File: config.mk
export PLATFORM = sky130hd
export DESIGN_NAME = svc_rv_dcache_axi_port
export DESIGN_NICKNAME = d
export VERILOG_FILES = /design/src/rtl/svc_rv_dcache_axi_port_pkg.sv /design/src/rtl/svc_rv_dcache_axi_port.sv
export SDC_FILE = /design/constraint.sdc
export NUM_CORES = 1
export LEC_CHECK = 0
export ABC_AREA = 1
export BUFFER_PORTS_ARGS = -buffer_cell sky130_fd_sc_hd__buf_4
export CORE_AREA = 2 2 291 293
export DETAILED_ROUTE_END_ITERATION = 12
export DIE_AREA = 0 0 293 295
export PLACE_DENSITY_LB_ADDON = 0.05
export SLEW_MARGIN = 0
export SYNTH_ARGS = -nofsm -noshare
export SYNTH_HDL_FRONTEND = slang
export SYNTH_SLANG_ARGS = --single-unit
File: constraint.sdc
create_clock -name clk -period 2.7 [get_ports clk]
set_input_delay 0.135 -clock clk [delete_from_list [all_inputs] [get_ports clk]]
set_output_delay 0.135 -clock clk [all_outputs]
set_load 0.02 [all_outputs]
File: src/rtl/svc_rv_dcache_axi_port_pkg.sv
// Shared constants and FSM state type for the RV data-cache AXI4 master port.
// Holds AXI burst/response encodings and a line-offset helper.
package svc_rv_dcache_axi_port_pkg;

  localparam logic [1:0] BURST_INCR = 2'b01;
  localparam logic [1:0] RESP_OKAY  = 2'b00;

  typedef enum logic [2:0] {
    ST_IDLE,
    ST_RD_ADDR,
    ST_RD_DATA,
    ST_WR,
    ST_WR_RESP
  } state_t;

  // Number of byte-offset bits inside one cache line / AXI beat.
  function automatic int line_offset_bits(input int data_width);
    return $clog2(data_width / 8);
  endfunction

endpackage

File: src/rtl/svc_rv_dcache_axi_port.sv
// Downstream AXI4 master of the RV data cache: one line fill or writeback at a time,
// each mapped onto a single-beat INCR transaction.
module svc_rv_dcache_axi_port
  import svc_rv_dcache_axi_port_pkg::*;
#(
  parameter int AXI_ADDR_WIDTH = 32,
  parameter int AXI_DATA_WIDTH = 128,
  parameter int AXI_ID_WIDTH   = 4,
  parameter int AXI_ID         = 0
) (
  input  logic                        clk,
  input  logic                        rst,

  input  logic                        fill_valid,
  input  logic [AXI_ADDR_WIDTH-1:0]   fill_addr,
  output logic                        fill_ready,
  output logic                        fill_done,
  output logic [AXI_DATA_WIDTH-1:0]   fill_data,

  input  logic                        wb_valid,
  input  logic [AXI_ADDR_WIDTH-1:0]   wb_addr,
  input  logic [AXI_DATA_WIDTH-1:0]   wb_data,
  input  logic [AXI_DATA_WIDTH/8-1:0] wb_strb,
  output logic                        wb_ready,
  output logic                        wb_done,

  output logic                        err,

  output logic                        m_axi_arvalid,
  output logic [AXI_ID_WIDTH-1:0]     m_axi_arid,
  output logic [AXI_ADDR_WIDTH-1:0]   m_axi_araddr,
  output logic [7:0]                  m_axi_arlen,
  output logic [2:0]                  m_axi_arsize,
  output logic [1:0]                  m_axi_arburst,
  input  logic                        m_axi_arready,

  input  logic                        m_axi_rvalid,
  input  logic [AXI_ID_WIDTH-1:0]     m_axi_rid,
  input  logic [AXI_DATA_WIDTH-1:0]   m_axi_rdata,
  input  logic [1:0]                  m_axi_rresp,
  input  logic                        m_axi_rlast,
  output logic                        m_axi_rready,

  output logic                        m_axi_awvalid,
  output logic [AXI_ID_WIDTH-1:0]     m_axi_awid,
  output logic [AXI_ADDR_WIDTH-1:0]   m_axi_awaddr,
  output logic [7:0]                  m_axi_awlen,
  output logic [2:0]                  m_axi_awsize,
  output logic [1:0]                  m_axi_awburst,
  input  logic                        m_axi_awready,

  output logic                        m_axi_wvalid,
  output logic [AXI_DATA_WIDTH-1:0]   m_axi_wdata,
  output logic [AXI_DATA_WIDTH/8-1:0] m_axi_wstrb,
  output logic                        m_axi_wlast,
  input  logic                        m_axi_wready,

  input  logic                        m_axi_bvalid,
  input  logic [AXI_ID_WIDTH-1:0]     m_axi_bid,
  input  logic [1:0]                  m_axi_bresp,
  output logic                        m_axi_bready
);

  localparam int OFFSET_BITS = line_offset_bits(AXI_DATA_WIDTH);
  localparam logic [AXI_ADDR_WIDTH-1:0] LINE_MASK =
    ~AXI_ADDR_WIDTH'((64'd1 << OFFSET_BITS) - 64'd1);

  state_t                      r_state;
  state_t                      w_state_next;
  logic [AXI_ADDR_WIDTH-1:0]   r_addr;
  logic [AXI_DATA_WIDTH-1:0]   r_wdata;
  logic [AXI_DATA_WIDTH/8-1:0] r_wstrb;
  logic                        r_aw_sent;
  logic                        r_w_sent;
  logic                        r_fill_done;
  logic                        r_wb_done;
  logic                        r_err;
  logic [AXI_DATA_WIDTH-1:0]   r_fill_data;
  logic                        w_unused;

  assign m_axi_arid    = AXI_ID_WIDTH'(AXI_ID);
  assign m_axi_araddr  = r_addr;
  assign m_axi_arlen   = 8'd0;
  assign m_axi_arsize  = 3'(OFFSET_BITS);
  assign m_axi_arburst = BURST_INCR;

  assign m_axi_awid    = AXI_ID_WIDTH'(AXI_ID);
  assign m_axi_awaddr  = r_addr;
  assign m_axi_awlen   = 8'd0;
  assign m_axi_awsize  = 3'(OFFSET_BITS);
  assign m_axi_awburst = BURST_INCR;

  assign m_axi_wdata   = r_wdata;
  assign m_axi_wstrb   = r_wstrb;
  assign m_axi_wlast   = 1'b1;

  assign fill_done     = r_fill_done;
  assign fill_data     = r_fill_data;
  assign wb_done       = r_wb_done;
  assign err           = r_err;

  // Every transaction is a single beat, so rlast and the returned IDs carry no extra information.
  assign w_unused = ^{m_axi_rlast, m_axi_rid, m_axi_bid};

  always_ff @(posedge clk) begin
    if (rst) begin
      r_state <= ST_IDLE;
    end else begin
      r_state <= w_state_next;
    end
  end

  always_comb begin
    w_state_next  = r_state;
    fill_ready    = 1'b0;
    wb_ready      = 1'b0;
    m_axi_arvalid = 1'b0;
    m_axi_rready  = 1'b0;
    m_axi_awvalid = 1'b0;
    m_axi_wvalid  = 1'b0;
    m_axi_bready  = 1'b0;
    case (r_state)
      ST_IDLE: begin
        fill_ready = !rst;
        wb_ready   = !rst;
        // A pending writeback goes first so a following fill sees the written line.
        if (wb_valid) begin
          w_state_next = ST_WR;
        end else if (fill_valid) begin
          w_state_next = ST_RD_ADDR;
        end
      end
      ST_RD_ADDR: begin
        m_axi_arvalid = 1'b1;
        if (m_axi_arready) begin
          w_state_next = ST_RD_DATA;
        end
      end
      ST_RD_DATA: begin
        m_axi_rready = 1'b1;
        if (m_axi_rvalid) begin
          w_state_next = ST_IDLE;
        end
      end
      ST_WR: begin
        m_axi_awvalid = !r_aw_sent;
        m_axi_wvalid  = !r_w_sent;
        if ((r_aw_sent || m_axi_awready) && (r_w_sent || m_axi_wready)) begin
          w_state_next = ST_WR_RESP;
        end
      end
      ST_WR_RESP: begin
        m_axi_bready = 1'b1;
        if (m_axi_bvalid) begin
          w_state_next = ST_IDLE;
        end
      end
      default: w_state_next = ST_IDLE;
    endcase
  end

  always_ff @(posedge clk) begin
    if (rst) begin
      r_addr      <= '0;
      r_wdata     <= '0;
      r_wstrb     <= '0;
      r_aw_sent   <= 1'b0;
      r_w_sent    <= 1'b0;
      r_fill_done <= 1'b0;
      r_wb_done   <= 1'b0;
      r_err       <= 1'b0;
      r_fill_data <= '0;
    end else begin
      r_fill_done <= 1'b0;
      r_wb_done   <= 1'b0;
      r_err       <= 1'b0;
      case (r_state)
        ST_IDLE: begin
          if (wb_valid) begin
            r_addr    <= wb_addr & LINE_MASK;
            r_wdata   <= wb_data;
            r_wstrb   <= wb_strb;
            r_aw_sent <= 1'b0;
            r_w_sent  <= 1'b0;
          end else if (fill_valid) begin
            r_addr <= fill_addr & LINE_MASK;
          end
        end
        ST_RD_DATA: begin
          if (m_axi_rvalid) begin
            r_fill_data <= m_axi_rdata;
            r_fill_done <= 1'b1;
            r_err       <= (m_axi_rresp != RESP_OKAY);
          end
        end
        ST_WR: begin
          if (m_axi_awvalid && m_axi_awready) begin
            r_aw_sent <= 1'b1;
          end
          if (m_axi_wvalid && m_axi_wready) begin
            r_w_sent <= 1'b1;
          end
        end
        ST_WR_RESP: begin
          if (m_axi_bvalid) begin
            r_wb_done <= 1'b1;
            r_err     <= (m_axi_bresp != RESP_OKAY);
          end
        end
        default: ;
      endcase
    end
  end

`ifdef FORMAL
  // IDs are never compared in logic; a slave returning a foreign ID is caught here only.
  assert property (@(posedge clk) disable iff (rst)
    (m_axi_rvalid && m_axi_rready) |-> (m_axi_rid == AXI_ID_WIDTH'(AXI_ID)));
  assert property (@(posedge clk) disable iff (rst)
    (m_axi_bvalid && m_axi_bready) |-> (m_axi_bid == AXI_ID_WIDTH'(AXI_ID)));
`endif

endmodule

# After elaboration in Yosys (flattened, before gate mapping)
# Cells that the tools add are included.
# word_totals
inputBits	358
ff_bits	312
# classes
muxes	25
n_reduce_logical	21
eq_ne	12
bitwise	2
# ops
operator	n
32-bit 2-to-1 mux	2
3-bit 2-to-1 mux	6
3-bit one-hot mux with 5 select lines	1
2-bit != test, second input constant	7
1-bit 2-to-1 mux	13
2-bit nonzero test	4
3-bit by 2-bit == test with 1-bit output, second input constant	2
1-bit one-hot mux with 2 select lines	3
2-bit AND reduction	3
3-bit AND reduction	2
5-bit AND reduction	1
2-bit OR reduction	2
3-bit by 1-bit == test with 1-bit output, second input constant	1
3-bit == test, second input constant	1
1-bit logical AND	3
1-bit zero test	3
3-bit zero test	1
3-bit != test, second input constant	1
1-bit logical OR	2
1-bit NOT	2

# Logic depth before layout (Yosys ltp)
# depth
ltp_word	5
depth_mapped	9

# Worst setup path after synthesis
# OpenSTA, ideal clock, no wires.
# synth_path
path_type	register -> register
startpoint	register r_state[0]
endpoint	register r_state[2]
setup_slack_ns	1.181
path_stages_with_launch	8
arrival_ns	1.406
n_path_buf	0
required_time_ns	2.587
setup_time_ns	0.113
cell_sequence	dfxtp_1 > inv_1 > nor3_1 > nand2_1 > nand2_1 > nor2_1 > nor2_1 > nor2_1
# synth_between
elab_chain_cells	3
word_cells_on_any_way	12
cone_classes	eq/ne (9); mux (1); reduce/logical (2)
# synth_rtl
item	line	rtl
from (decl)	svc_rv_dcache_axi_port.sv:68	state_t r_state;
from (signal assigned)	svc_rv_dcache_axi_port.sv:109	r_state <= w_state_next;
3-bit by 2-bit == test with 1-bit output (tied with other cells)	svc_rv_dcache_axi_port.sv:122	case (r_state)
2-bit != test (no source line) or 3-bit != test (tied branches)	--	
5-bit AND reduction (no source line)	--	
# Several ways; a longest one is shown, not always the timed one.
# A chain may end at the register's enable or synchronous reset.

# Final worst setup path
# layout_path
startpoint	register r_state[2]
endpoint	register r_aw_sent
# layout_between
elab_chain_cells	5
word_cells_on_any_way	9
cone_classes	eq/ne (3); mux (2); reduce/logical (4)
# layout_rtl
item	line	rtl
3-bit by 2-bit == test with 1-bit output	svc_rv_dcache_axi_port.sv:122, svc_rv_dcache_axi_port.sv:177	
1-bit 2-to-1 mux	svc_rv_dcache_axi_port.sv:122	
1-bit logical AND	svc_rv_dcache_axi_port.sv:197	if (m_axi_awvalid && m_axi_awready) begin
2-bit != test (no source line)	--	
3-bit AND reduction (no source line)	--	
to (signal assigned)	svc_rv_dcache_axi_port.sv:167	r_aw_sent <= 1'b0;
to (signal assigned)	svc_rv_dcache_axi_port.sv:183	r_aw_sent <= 1'b0;
to (signal assigned)	svc_rv_dcache_axi_port.sv:198	r_aw_sent <= 1'b1;
to (decl)	svc_rv_dcache_axi_port.sv:73	logic r_aw_sent;
# Several ways; a longest one is shown, not always the timed one.

==> impl_results.html <==
<table>
<tr><th>Metric</th><th>Value</th></tr>
<tr><th colspan="2">Finish</th></tr>
<tr><td>Final core utilization</td><td>26.6%</td></tr>
<tr><td>Total of fill cells in the finished design</td><td>9251</td></tr>
<tr><td>Final instance area</td><td>22100 um^2</td></tr>
<tr><td>Count of nets after finishing</td><td>2833</td></tr>
<tr><td>Area used by multi-input combinational logic</td><td>4390 um^2</td></tr>
<tr><td>Fraction of layout instances using a drive strength above 1</td><td>30.6%</td></tr>
<tr><td>P&amp;R area growth vs syn</td><td>89.9%</td></tr>
<tr><td>Combined flip-flop and latch cell area</td><td>6170 um^2</td></tr>
<tr><th colspan="2">Clock network</th></tr>
<tr><td>CTS tree</td><td>yes</td></tr>
<tr><td>Number of hold-repair buffers added at the cts stage</td><td>333</td></tr>
<tr><td>Post-CTS sizing</td><td>0</td></tr>
<tr><td>Number of buffers inserted to repair setup after CTS</td><td>0</td></tr>
<tr><td>Number of buffers on the longest clock path</td><td>3</td></tr>
<tr><td>Clk slew on worst S/H paths</td><td>0.06 ns</td></tr>
<tr><td>Sinks on the clock net</td><td>308</td></tr>
<tr><td>Root cell of the clock tree</td><td>sky130_fd_sc_hd__clkbuf_16</td></tr>
<tr><td>Clock latency on the worst-skew pair</td><td>0.56 ns</td></tr>
<tr><td>Number of levels in the clock H-tree</td><td>2</td></tr>
<tr><td>CTS buffer count</td><td>43</td></tr>
<tr><th colspan="2">Critical path</th></tr>
<tr><td>Data arrival at the endpoint of the critical path</td><td>2.98 ns</td></tr>
<tr><td>Critical register-to-register path startpoint</td><td>r_state[2]$_SDFFE_PP0P_</td></tr>
<tr><td>Cell at the slowest stage of the critical path</td><td>sky130_fd_sc_hd__dlygate4sd3_1</td></tr>
<tr><td>Beginning of the critical path</td><td>r_state[2]$_SDFFE_PP0P_</td></tr>
<tr><td>List of cells traversed by the critical path</td><td>inv_1 -&gt; nand2_2 -&gt; nor2_4 -&gt; inv_4 -&gt; buf_12 -&gt; nand2_1 -&gt; a21oi_1 -&gt; dlygate4sd3_1</td></tr>
<tr><td>CP max stage delay</td><td>0.55 ns</td></tr>
<tr><td>Critical-path maximum fanout</td><td>90</td></tr>
<tr><td>Worst setup path class</td><td>reg2reg</td></tr>
<tr><td>Number of cells on the worst reg-to-reg path</td><td>8</td></tr>
<tr><td>Nature of the critical path startpoint</td><td>flop</td></tr>
<tr><td>Critical Path Sink Type</td><td>flop</td></tr>
<tr><td>Required time at the endpoint of the critical path</td><td>3.20 ns</td></tr>
<tr><th colspan="2">Floorplanning</th></tr>
<tr><td>Die outline area</td><td>86400 um^2</td></tr>
<tr><td>Initial Utilization</td><td>14.0%</td></tr>
<tr><td>Core box area</td><td>83200 um^2</td></tr>
<tr><td>I/O Pins</td><td>739</td></tr>
<tr><td>Number of core rows</td><td>106</td></tr>
<tr><td>Vertical extent of the die</td><td>295 um</td></tr>
<tr><td>Width of the die</td><td>293 um</td></tr>
<tr><th colspan="2">Global route</th></tr>
<tr><td>Overall Global Routing Usage</td><td>13.2%</td></tr>
<tr><td>Maximum number of pins on one net before global-route repair</td><td>147</td></tr>
<tr><td>Via count of the first global-routing pass</td><td>13448</td></tr>
<tr><td>Residual overflow from global routing</td><td>0</td></tr>
<tr><td>Initial antenna violation count</td><td>4</td></tr>
<tr><td>Wire length of the first global-routing pass</td><td>86500 um</td></tr>
<tr><th colspan="2">Min path</th></tr>
<tr><td>Type of the most critical hold path</td><td>in2reg</td></tr>
<tr><td>WHS Path Cells</td><td>5</td></tr>
<tr><td>Worst hold start</td><td>wb_addr[21]</td></tr>
<tr><th colspan="2">Flow run</th></tr>
<tr><td>Maximum capacitance violations</td><td>0</td></tr>
<tr><th colspan="2">Placed design</th></tr>
<tr><td>DP Area</td><td>17400 um^2</td></tr>
<tr><td>Input/output buffers</td><td>678</td></tr>
<tr><td>Final weighted congestion in routability-driven placement</td><td>0.746</td></tr>
<tr><td>Final HPWL from detailed placement</td><td>42100 um</td></tr>
<tr><th colspan="2">Route</th></tr>
<tr><td>Remaining antenna violation count after routing</td><td>0</td></tr>
<tr><td>DRC violation total after the first TritonRoute iteration</td><td>463</td></tr>
<tr><td>DRC violation count after routing</td><td>0</td></tr>
<tr><td>Mean routed wirelength per cell</td><td>16.7 um</td></tr>
<tr><td>Total iterations of the first detailed-routing run</td><td>4</td></tr>
<tr><td>Detail-routed via count per cell</td><td>3.68</td></tr>
<tr><td>Routed vias</td><td>13170</td></tr>
<tr><td>Routed wire length</td><td>59800 um</td></tr>
<tr><th colspan="2">Yosys</th></tr>
<tr><td>Sequential area share after synthesis</td><td>53.0%</td></tr>
<tr><td>Synthesized-area fraction occupied by adder cells</td><td>0%</td></tr>
<tr><td>Distinct cell type count of the synthesized netlist</td><td>21</td></tr>
<tr><td>Combinational family with the most area after synthesis</td><td>simple AND/OR/NAND/NOR gates</td></tr>
<tr><td>Xor/xnor cell area share of the yosys netlist</td><td>0%</td></tr>
<tr><td>Yosys reg bits</td><td>308</td></tr>
<tr><td>Number of warnings reported in the yosys synthesis log</td><td>0</td></tr>
<tr><td>Fraction of the mapped netlist area in compound gates</td><td>14.3%</td></tr>
<tr><td>Number of standard cells after synthesis</td><td>1536</td></tr>
<tr><td>Share of cell area taken by muxes after synthesis</td><td>0%</td></tr>
<tr><td>Cell area after synthesis</td><td>11600 um^2</td></tr>
<tr><td>Synthesized-area fraction occupied by and/or/nand/nor cells</td><td>22.1%</td></tr>
<tr><td>Average cell area after synthesis</td><td>7.58 um^2</td></tr>
<tr><th colspan="2">STA</th></tr>
<tr><td>Highest clock frequency the design can meet</td><td>0.403 GHz</td></tr>
<tr><td>Transition time at the pin with the least slew margin</td><td>0.831 ns</td></tr>
<tr><td>Final hold viol count</td><td>0</td></tr>
<tr><td>Max Transition Viols Final</td><td>0</td></tr>
<tr><td>Worst clock skew</td><td>0.0171 ns</td></tr>
<tr><td>Final hold slack</td><td>0.0374 ns</td></tr>
<tr><td>Final setup vio count</td><td>0</td></tr>
<tr><td>Final clock period utilization by the worst path</td><td>91.8%</td></tr>
<tr><td>Max_slew headroom</td><td>44.6%</td></tr>
<tr><td>Final worst path period need</td><td>2.48 ns</td></tr>
<tr><td>Total Negative Setup Slacks</td><td>0 ns</td></tr>
<tr><td>Setup repair after global routing missed its margin</td><td>false</td></tr>
<tr><th colspan="2">Power</th></tr>
<tr><td>Worst vdd ir</td><td>494 uV</td></tr>
<tr><td>Combinational share of power</td><td>39.8%</td></tr>
<tr><td>Switching part of the total power</td><td>38.9%</td></tr>
<tr><td>Sequential group share of total power</td><td>32.4%</td></tr>
<tr><td>Leak pwr</td><td>10.6 nW</td></tr>
<tr><td>Internal Power</td><td>0.0124 W</td></tr>
<tr><td>Portion of total power attributed to the clock network</td><td>27.8%</td></tr>
<tr><td>Total design power</td><td>0.0202 W</td></tr>
<tr><td>Net Switching</td><td>0.00789 W</td></tr>
<tr><td>Power density relative to cell area</td><td>916 nW/um^2</td></tr>
<tr><th colspan="2">Run status</th></tr>
<tr><td>Result of the run</td><td>finished, final reports clean</td></tr>
</table>
[sequential cells by signal, summed over array words and instances (netlist names)]
| signal | flops |
|---|---|
| fill_done | 1 |
| m_axi_araddr | 28 |
| wb_done | 1 |
| r_aw_sent | 1 |
| m_axi_wdata | 128 |
| r_state | 3 |
| err | 1 |
| r_w_sent | 1 |
| m_axi_wstrb | 16 |
| fill_data | 128 |
[layout make-up]
cell class,instances,share of cell area (%)
inverter,45,0.821
antenna,3,0.0340
clock buffer,66,5.90
timing repair buffer,1029,39.2
tap,1080,6.11
clock inverter,4,0.204
sequential,308,27.9
multi-input combinational,1048,19.9
[worst max-delay path, delay by kind of cell, from the launching register on]
family	cells	cell delay [ns]
AOI/OAI and AO/OA	1	0.13
buffers and inverters	4	1.48
DFF	1	0.45
and+or+nand+nor	3	0.29
[cell usage after synthesis]
library cell               count  share of area (%)
sky130_fd_sc_hd__nor2_1      560                 18
sky130_fd_sc_hd__dfxtp_1     308                 53
sky130_fd_sc_hd__o21ai_0     274                 12
sky130_fd_sc_hd__nand2_1      99                3.2
sky130_fd_sc_hd__buf_4        79                5.1
sky130_fd_sc_hd__clkbuf_1     46                1.5
sky130_fd_sc_hd__inv_1        43                1.4
sky130_fd_sc_hd__buf_2        41                1.8
sky130_fd_sc_hd__a21oi_1      29                1.2
sky130_fd_sc_hd__o21ai_1      27                1.2
sky130_fd_sc_hd__buf_6         8               0.77
sky130_fd_sc_hd__nand3_1       5               0.21
sky130_fd_sc_hd__nor3_1        3               0.13
sky130_fd_sc_hd__buf_1         2              0.065
sky130_fd_sc_hd__conb_1        2              0.065
sky130_fd_sc_hd__inv_2         2              0.065
sky130_fd_sc_hd__nand2_2       2               0.11
sky130_fd_sc_hd__nor2_2        2               0.11
sky130_fd_sc_hd__nor2_4        2               0.19
sky130_fd_sc_hd__o22a_1        1              0.075
sky130_fd_sc_hd__or2_1         1              0.054
[kinds of logic (layout without fill, tap and decap cells)]
| logic type | after synthesis | in the layout |
|---|---|---|
| other | 2 | 46 |
| buffers and inverters | 221 | 1144 |
| AND/OR/NAND/NOR | 674 | 674 |
| flip-flops | 308 | 308 |
| AO/OA/AOI/OAI | 331 | 331 |
[placed cells by master, fill, tap and decap left out]
master                          synthesis  layout
sky130_fd_sc_hd__a21oi_1               29      29
sky130_fd_sc_hd__buf_12                 0       8
sky130_fd_sc_hd__buf_4                 79     688
sky130_fd_sc_hd__bufinv_16              0       1
sky130_fd_sc_hd__clkbuf_1              46      11
sky130_fd_sc_hd__clkbuf_16              0      45
sky130_fd_sc_hd__clkbuf_8               0      10
sky130_fd_sc_hd__clkinv_2               0       3
sky130_fd_sc_hd__conb_1                 2      43
sky130_fd_sc_hd__dfxtp_1              308     308
sky130_fd_sc_hd__diode_2                0       3
sky130_fd_sc_hd__dlygate4sd3_1          0     333
sky130_fd_sc_hd__inv_1                 43      42
sky130_fd_sc_hd__inv_4                  0       1
sky130_fd_sc_hd__inv_6                  0       2
sky130_fd_sc_hd__nand2_1               99      99
sky130_fd_sc_hd__nand2_2                2       2
sky130_fd_sc_hd__nand3_1                5       5
sky130_fd_sc_hd__nor2_1               560     560
sky130_fd_sc_hd__nor2_2                 2       2
sky130_fd_sc_hd__nor2_4                 2       2
sky130_fd_sc_hd__nor3_1                 3       3
sky130_fd_sc_hd__o21ai_0              274     274
sky130_fd_sc_hd__o21ai_1               27      27
sky130_fd_sc_hd__o22a_1                 1       1
sky130_fd_sc_hd__or2_2                  0       1
[power groups by stage]
stage	Combinational, W	Sequential [W]	Clock (W)
after global placement	0.00785	0.00663	0
final	0.00806	0.00656	0.00563
after floorplan	0.00287	0.00802	0
after global routing	0.00878	0.00673	0.00605
after CTS	0.00830	0.00658	0.00594
after detailed placement	0.00784	0.00665	0
[layer usage]
layer | GRT usage (%) | vias to the layer above | share of wire [%]
met2 | 24.2 | 378 | 52
met1 | 14.2 | 6080 | 38
met4 | 5.04 | 2 | 3.5
li1 | - | 6627 | -
met3 | 3.72 | 83 | 6.5
met5 | 0 | - | 0.022
[final timing paths]
| path | to | slack [ns] |
|---|---|---|
| worst min-delay path | m_axi_araddr[21]$_SDFFE_PP0P_ | 0.04 |
| worst max-delay path | r_aw_sent$_SDFFE_PP0P_ | 0.22 |
| worst max register to register | r_aw_sent$_SDFFE_PP0P_ | 0.22 |
| worst min register to register | m_axi_araddr[21]$_SDFFE_PP0P_ | 0.47 |
[stage by stage]
stage                     setup slack (ns)  std cells
final                                0.221       3583
after global routing               0.00236       3583
after CTS                            0.174       3580
after detailed placement             0.725       3177
after global placement               0.712       3177
after floorplan                       1.18       1577
Power figures use the tool's default switching activity.
